--- config.mk ---
export PLATFORM = sky130hd
export DESIGN_NAME = planificador_mantenimiento_flat
export DESIGN_NICKNAME = d
export VERILOG_FILES = /design/src/rtl/plan_mant_pkg.sv /design/src/rtl/planificador_mantenimiento_if.sv /design/src/rtl/planificador_mantenimiento_contador_sat.sv /design/src/rtl/planificador_mantenimiento.sv /design/src/flat_wrapper.sv
export SDC_FILE = /design/constraint.sdc
export NUM_CORES = 1
export LEC_CHECK = 0
export CAP_MARGIN = 10
export CORE_AREA = 10 10 82 84
export DETAILED_ROUTE_END_ITERATION = 8
export DIE_AREA = 0 0 92 94
export PLACE_DENSITY = 0.7
export SLEW_MARGIN = 20
export SYNTH_ARGS = -nofsm -noshare
export SYNTH_HDL_FRONTEND = slang
export SYNTH_HIERARCHICAL = 1
export SYNTH_SLANG_ARGS = --single-unit
export TNS_END_PERCENT = 5
--- constraint.sdc ---
create_clock -name clk -period 2.5 [get_ports clk]
set_input_delay 0.5 -clock clk [delete_from_list [all_inputs] [get_ports clk]]
set_output_delay 0.5 -clock clk [all_outputs]
set_load 0.005 [all_outputs]
--- src/rtl/plan_mant_pkg.sv ---
// Shared types and constants for the maintenance scheduler.
package plan_mant_pkg;

  typedef enum logic [2:0] {
    REPOSO    = 3'd0,
    LANZAR    = 3'd1,
    EN_CURSO  = 3'd2,
    ABORTAR   = 3'd3,
    REINTENTO = 3'd4
  } estado_plan_t;

  localparam int                STAT_W   = 8;
  localparam logic [STAT_W-1:0] STAT_MAX = {STAT_W{1'b1}};

endpackage

--- src/rtl/planificador_mantenimiento_if.sv ---
// Scheduler <-> environment bundle: usage/request inputs, FSM handshake and status outputs.
interface planificador_mantenimiento_if
  import plan_mant_pkg::*;
#(
  parameter int CNT_W = 16
) ();
  logic              tick_uso;
  logic              solicitud_manual;
  logic              cancelar;
  logic              terminado;
  logic              iniciar;
  logic              detener;
  logic              pendiente;
  logic              ocupado;
  estado_plan_t      estado_plan;
  logic [CNT_W-1:0]  contador_uso;
  logic [STAT_W-1:0] completados;
  logic [STAT_W-1:0] fallos;

  modport slave (
    input  tick_uso, solicitud_manual, cancelar, terminado,
    output iniciar, detener, pendiente, ocupado, estado_plan,
           contador_uso, completados, fallos
  );

  modport master (
    output tick_uso, solicitud_manual, cancelar, terminado,
    input  iniciar, detener, pendiente, ocupado, estado_plan,
           contador_uso, completados, fallos
  );
endinterface

--- src/rtl/planificador_mantenimiento_contador_sat.sv ---
// Saturating up-counter with synchronous clear; holds at SAT instead of wrapping.
module contador_sat #(
  parameter int             W   = 8,
  parameter logic [W-1:0]   SAT = {W{1'b1}}
) (
  input  logic         clk,
  input  logic         clr_i,
  input  logic         inc_i,
  output logic [W-1:0] q_o
);
  logic [W-1:0] q_q, q_d;

  always_comb begin
    q_d = q_q;
    if (inc_i && q_q != SAT) q_d = q_q + 1'b1;
  end

  always_ff @(posedge clk) begin
    if (clr_i) q_q <= '0;
    else       q_q <= q_d;
  end

  assign q_o = q_q;
endmodule

--- src/rtl/planificador_mantenimiento.sv ---
// Maintenance scheduler: usage threshold / manual launch, timeout watchdog, status counters.
// Optional single automatic retry after a timeout when PLAN_REINTENTO_EN is defined.
module planificador_mantenimiento
  import plan_mant_pkg::*;
#(
  parameter int CNT_W             = 16,
  parameter int UMBRAL            = 1000,
  parameter int TIMEOUT           = 64,
  parameter int RETARDO_REINTENTO = 4
) (
  input  logic                         clk,
  input  logic                         reset,
  planificador_mantenimiento_if.slave  bus
);
  localparam int               WD_W    = $clog2(TIMEOUT + 1);
  localparam logic [WD_W-1:0]  WD_LAST = WD_W'(TIMEOUT - 1);
  localparam logic [CNT_W-1:0] UMB     = CNT_W'(UMBRAL);

  estado_plan_t     estado_q, estado_d;
  logic [CNT_W-1:0] contador_q, contador_d;
  logic [WD_W-1:0]  wd_q, wd_d;
  logic             pend_w, fin_ok, cancel_run, timeout;

`ifdef PLAN_REINTENTO_EN
  localparam int              RET_W    = $clog2(RETARDO_REINTENTO + 1);
  localparam logic [RET_W-1:0] RET_LAST = RET_W'(RETARDO_REINTENTO - 1);
  logic             to_q, to_d;     // last abort came from the watchdog
  logic             reint_q, reint_d;
  logic [RET_W-1:0] ret_q, ret_d;
`else
  logic [31:0] unused_retardo;
  assign unused_retardo = 32'(RETARDO_REINTENTO);
`endif

  assign pend_w     = (contador_q == UMB);
  assign fin_ok     = (estado_q == EN_CURSO) && bus.terminado;
  assign cancel_run = (estado_q == EN_CURSO) && !bus.terminado && bus.cancelar;
  assign timeout    = (estado_q == EN_CURSO) && !bus.terminado && !bus.cancelar
                      && (wd_q == WD_LAST);

  // State register
  always_ff @(posedge clk) begin
    if (reset) estado_q <= REPOSO;
    else       estado_q <= estado_d;
  end

  // Next-state logic
  always_comb begin
    estado_d = estado_q;
    case (estado_q)
      REPOSO:    if (!bus.cancelar && (pend_w || bus.solicitud_manual)) estado_d = LANZAR;
      LANZAR:    estado_d = EN_CURSO;
      EN_CURSO: begin
        if (fin_ok)                    estado_d = REPOSO;
        else if (cancel_run || timeout) estado_d = ABORTAR;
      end
`ifdef PLAN_REINTENTO_EN
      ABORTAR:   estado_d = (to_q && !reint_q) ? REINTENTO : REPOSO;
      REINTENTO: begin
        if (bus.cancelar)          estado_d = REPOSO;
        else if (ret_q == RET_LAST) estado_d = LANZAR;
      end
`else
      ABORTAR:   estado_d = REPOSO;
      REINTENTO: estado_d = REPOSO;
`endif
      default:   estado_d = REPOSO;
    endcase
  end

  // Outputs are pure decode of registered state/counters
  always_comb begin
    bus.iniciar     = (estado_q == LANZAR);
    bus.detener     = (estado_q == ABORTAR);
    bus.ocupado     = (estado_q != REPOSO);
    bus.estado_plan = estado_q;
    bus.pendiente   = pend_w;
    bus.contador_uso = contador_q;
  end

  // Datapath: usage counter, watchdog, retry bookkeeping
  always_comb begin
    contador_d = contador_q;
    if (estado_q == REPOSO && bus.cancelar)
      contador_d = '0;
    else if ((estado_q == REPOSO || estado_q == REINTENTO) && bus.tick_uso && !pend_w)
      contador_d = contador_q + 1'b1;
    else if (fin_ok)
      contador_d = '0;

    wd_d = wd_q;
    if (estado_q == LANZAR)                         wd_d = '0;
    else if (estado_q == EN_CURSO && wd_q != WD_LAST) wd_d = wd_q + 1'b1;

`ifdef PLAN_REINTENTO_EN
    to_d = to_q;
    if (estado_q == LANZAR)            to_d = 1'b0;
    else if (timeout)                  to_d = 1'b1;

    reint_d = reint_q;
    if (estado_q == REPOSO)                              reint_d = 1'b0;
    else if (estado_q == ABORTAR && to_q && !reint_q)    reint_d = 1'b1;

    ret_d = ret_q;
    if (estado_q == ABORTAR)        ret_d = '0;
    else if (estado_q == REINTENTO) ret_d = ret_q + 1'b1;
`endif
  end

  always_ff @(posedge clk) begin
    if (reset) begin
      contador_q <= '0;
      wd_q       <= '0;
`ifdef PLAN_REINTENTO_EN
      to_q       <= 1'b0;
      reint_q    <= 1'b0;
      ret_q      <= '0;
`endif
    end else begin
      contador_q <= contador_d;
      wd_q       <= wd_d;
`ifdef PLAN_REINTENTO_EN
      to_q       <= to_d;
      reint_q    <= reint_d;
      ret_q      <= ret_d;
`endif
    end
  end

  contador_sat #(.W(STAT_W), .SAT(STAT_MAX)) u_completados (
    .clk   (clk),
    .clr_i (reset),
    .inc_i (fin_ok),
    .q_o   (bus.completados)
  );

  contador_sat #(.W(STAT_W), .SAT(STAT_MAX)) u_fallos (
    .clk   (clk),
    .clr_i (reset),
    .inc_i (timeout),
    .q_o   (bus.fallos)
  );
endmodule

--- src/flat_wrapper.sv ---
// flat-port wrapper written by rule: the top's interface ports become plain ports
module planificador_mantenimiento_flat import plan_mant_pkg::*;
#(
  parameter int CNT_W             = 16,
  parameter int UMBRAL            = 1000,
  parameter int TIMEOUT           = 64,
  parameter int RETARDO_REINTENTO = 4
)
  (clk, reset, bus_tick_uso, bus_solicitud_manual, bus_cancelar, bus_terminado, bus_iniciar, bus_detener, bus_pendiente, bus_ocupado, bus_estado_plan, bus_contador_uso, bus_completados, bus_fallos);
  planificador_mantenimiento_if #(.CNT_W(CNT_W)) bus_i ();
  input  logic clk;
  input  logic reset;
  input wire logic [$bits(bus_i.tick_uso)-1:0] bus_tick_uso;
  input wire logic [$bits(bus_i.solicitud_manual)-1:0] bus_solicitud_manual;
  input wire logic [$bits(bus_i.cancelar)-1:0] bus_cancelar;
  input wire logic [$bits(bus_i.terminado)-1:0] bus_terminado;
  output wire logic [$bits(bus_i.iniciar)-1:0] bus_iniciar;
  output wire logic [$bits(bus_i.detener)-1:0] bus_detener;
  output wire logic [$bits(bus_i.pendiente)-1:0] bus_pendiente;
  output wire logic [$bits(bus_i.ocupado)-1:0] bus_ocupado;
  output wire logic [$bits(bus_i.estado_plan)-1:0] bus_estado_plan;
  output wire logic [$bits(bus_i.contador_uso)-1:0] bus_contador_uso;
  output wire logic [$bits(bus_i.completados)-1:0] bus_completados;
  output wire logic [$bits(bus_i.fallos)-1:0] bus_fallos;
  assign bus_i.tick_uso = bus_tick_uso;
  assign bus_i.solicitud_manual = bus_solicitud_manual;
  assign bus_i.cancelar = bus_cancelar;
  assign bus_i.terminado = bus_terminado;
  assign bus_iniciar = bus_i.iniciar;
  assign bus_detener = bus_i.detener;
  assign bus_pendiente = bus_i.pendiente;
  assign bus_ocupado = bus_i.ocupado;
  assign bus_estado_plan = bus_i.estado_plan;
  assign bus_contador_uso = bus_i.contador_uso;
  assign bus_completados = bus_i.completados;
  assign bus_fallos = bus_i.fallos;
  planificador_mantenimiento #(.CNT_W(CNT_W), .UMBRAL(UMBRAL), .TIMEOUT(TIMEOUT), .RETARDO_REINTENTO(RETARDO_REINTENTO)) u_core (.clk(clk), .reset(reset), .bus(bus_i));
endmodule
==> impl_metrics.ini <==
[final_layout]
final_cell_mix = clkdlybuf4s50_1 (42), dfxtp_1 (41), nand2_1 (30)
num_antenna_cells = 0
nets = 335
areaGrowthSynthToFinish_pct = 29.2
drive_gt1_share_pct = 16.3
final_core_util_pct = 57.5
mostFrequentLayoutCell = clkdlybuf4s50_1

[worst_setup_path]
worstSetupPathDepth = 3
slowest_delay_ns = 0.57
path_max_fanout = 8
crit_required_ns = 2.00
r2r-end = u_core/bus.contador_uso[8]
rr_worst_depth = 7
worstSetupPathType = reg2out
rrSetupSlack_ns = 0.32
crit_buf_inv = 1
endpoint_kind = primary output
start_kind = flop
path_cells = or4b_1 > nor4_4 > dlygate4sd2_1
critPathArrivalTime_ns = 1.82
reg2reg_from = u_core/bus.contador_uso[0]
critical-path-top-delay-family = simple AND/OR/NAND/NOR gates
cp_slowest_cell = or4b_1

[cts]
cts_tree = done
cts.sinks = 41
cts_hold_buffers = 0
cts_made_buffers = 5
clk_latency_ns = 0.29
h-tree-depth = 2
clk_pin_slew_ns = 0.08
cts_setup_buffers = 0
clockBufferDepth = 2
root_buffer = clkbuf_8

[floorplanning]
initial_utilization_pct = 44.5
rows = 26
die_area_mm2 = 0.00865
core-area_mm2 = 0.00507
die_y_um = 94
io_pins = 45
die_w_um = 92

[place]
gp_congestion = 0.836
io_buffers = 43
hpwl_mm = 4.28

[grt]
grt_pass1_wl_mm = 9.89
first_global_vias = 2082
grt_usage_pct = 13.6
antenna_found_initial = 0
grt_max_degree = 18
grt_remaining_overflow = 0

[synth]
ys.flop_type = dfxtp_1
yosysTopAreaCell = dfxtp_1
yosysWarnings = 6
yosysSeqAreaShare_pct = 36.3
synth_edf_count = 0
syn_area_per_cell_um2 = 8.53
synth_seq_cells = 41
ys_types = 57
synth_fp_nets = 276
synth_cells = 265
post_synth_main_area_contributors = dfxtp_1 (36%), nand2_1 (5.0%), a21oi_1 (4.0%)
yosysTopAreaCellShare_pct = 36.3
syn_area_mm2 = 0.00226
synthArstFlopShare_pct = 0

[sta]
max_freq_ghz = 0.432
layout_min_cycle_time_ns = 2.32
rsz0062_at_grt = no
final_hold_viol_count = 0
slew_violations = 0
finalCritPeriodShare_pct = 92.6
tns_ns = 0
fin_skew_ns = 0.00894
hold_slack_ns = 0.489
setup_violations = 0

[drt]
viasPerCell = 5.39
drt_iter0_markers = 91
vias = 2131
wl_per_cell_um = 14.5
antenna_left = 0
drc = 0
first_pass_iters = 5
wirelength_mm = 5.72

[flow_run]
max_cap_viol_count = 0

[hold_path]
hp-start = u_core/wd_q[6]
holdCritPathClass = reg2reg
min_delay_worst_endpoint = u_core/wd_q[6]
holdPathStages = 1

[power_and_ir_drop]
power.leakage_nw = 1.03
pwr_density_cell_mw_per_mm2 = 405
peakVddDrop_mv = 0.304

[outcome]
status = finished, final reports clean
## sequential cells by signal (all words and copies together), names as in the netlist
name and flops:
u_core/u_completados/q_o 8, u_core/u_fallos/q_o 8, u_core/bus.contador_uso 16, u_core/wd_q 7
u_core/bus.estado_plan 2
## synthesized netlist by cell type, types with 3 or more instances
master     n
dfxtp_1   41
nand2_1   30
nor2_1    19
a21oi_1   18
o21ai_0   15
nor3_1    14
nand4_1   13
nand3_1   12
inv_1      6
ha_1       5
or2_2      5
a211oi_1   4
and3_1     4
and4_1     4
nand2b_1   4
nor3b_1    4
o21bai_1   4
xnor2_1    4
and2b_2    3
buf_6      3
mux2_2     3
mux2i_1    3
o311a_1    3
## area by class of cell
cell class	instances	area, um^2
clock buffers	6	72.6
clock inverters	2	10.0
fillers	498	2160
inverters	6	22.5
multi-input cells	210	1350
flip-flops and latches	41	821
well taps	70	87.6
repair buffers	60	557
## worst max path at each step
| stage | to | startpoint |
|---|---|---|
| floorplan | u_core/u_fallos/q_o[3] | u_core/wd_q[0] |
| global placement | u_core/bus.contador_uso[8] | bus_tick_uso |
| detailed placement | u_core/bus.contador_uso[8] | bus_tick_uso |
| CTS | bus_pendiente | u_core/bus.contador_uso[4] |
| global route | bus_pendiente | u_core/bus.contador_uso[4] |
| finish | bus_pendiente | u_core/bus.contador_uso[4] |
## per-stage QoR
stage	cell area, um^2	worst slack, ns	power, mW	std cells
after floorplan	2260	0.394	0.735	265
after global placement	2840	0.129	0.780	387
after detailed placement	2840	0.0964	0.782	387
after CTS	2920	0.160	1.20	395
after global routing	2920	0.0940	1.24	395
final	2920	0.184	1.18	395
## repair_timing
action	4_1_cts	5_1_grt
setup endpoints to repair	1	0
endpoints found under the hold margin	0	0
gates resized for setup	1	0
## worst register-to-register path, stage by stage, from the launching register on
cell and delay (ns):
dfxtp_1 0.33, buf_4 0.14, ha_1 0.19, nand3_1 0.14
or2_2 0.38, or2_2 0.30, or4_2 0.54, nand3_1 0.10
## kinds of logic after synthesis
kind of cell    after synthesis  synth area share, %
simple gates                134                 33.8
compound gates               57                 16.8
flops                        41                 36.3
buf+inv                      14                 3.99
mux                           8                 4.15
fa+ha+maj                     5                 2.77
xor+xnor                      5                 1.94
other cells                   1                0.166
## per-layer routing
metal / track usage, % / share of wire [%] / vias up
li1: - / - / 1083
met3: 5.44 / 7.1 / 2
met2: 22.5 / 48 / 44
met4: 4.11 / 0.51 / 0
met1: 15.9 / 45 / 1002
met5: 0 / 0 / -
## power by group
group / internal (mW) / total [mW] / leakage, nW / switching, mW
sequential: 0.657 / 0.662 / 0.331 / 0.00490
combinational: 0.0454 / 0.104 / 0.656 / 0.0589
clock: 0.194 / 0.417 / 0.0450 / 0.223
(Power assumes the default switching activity.)
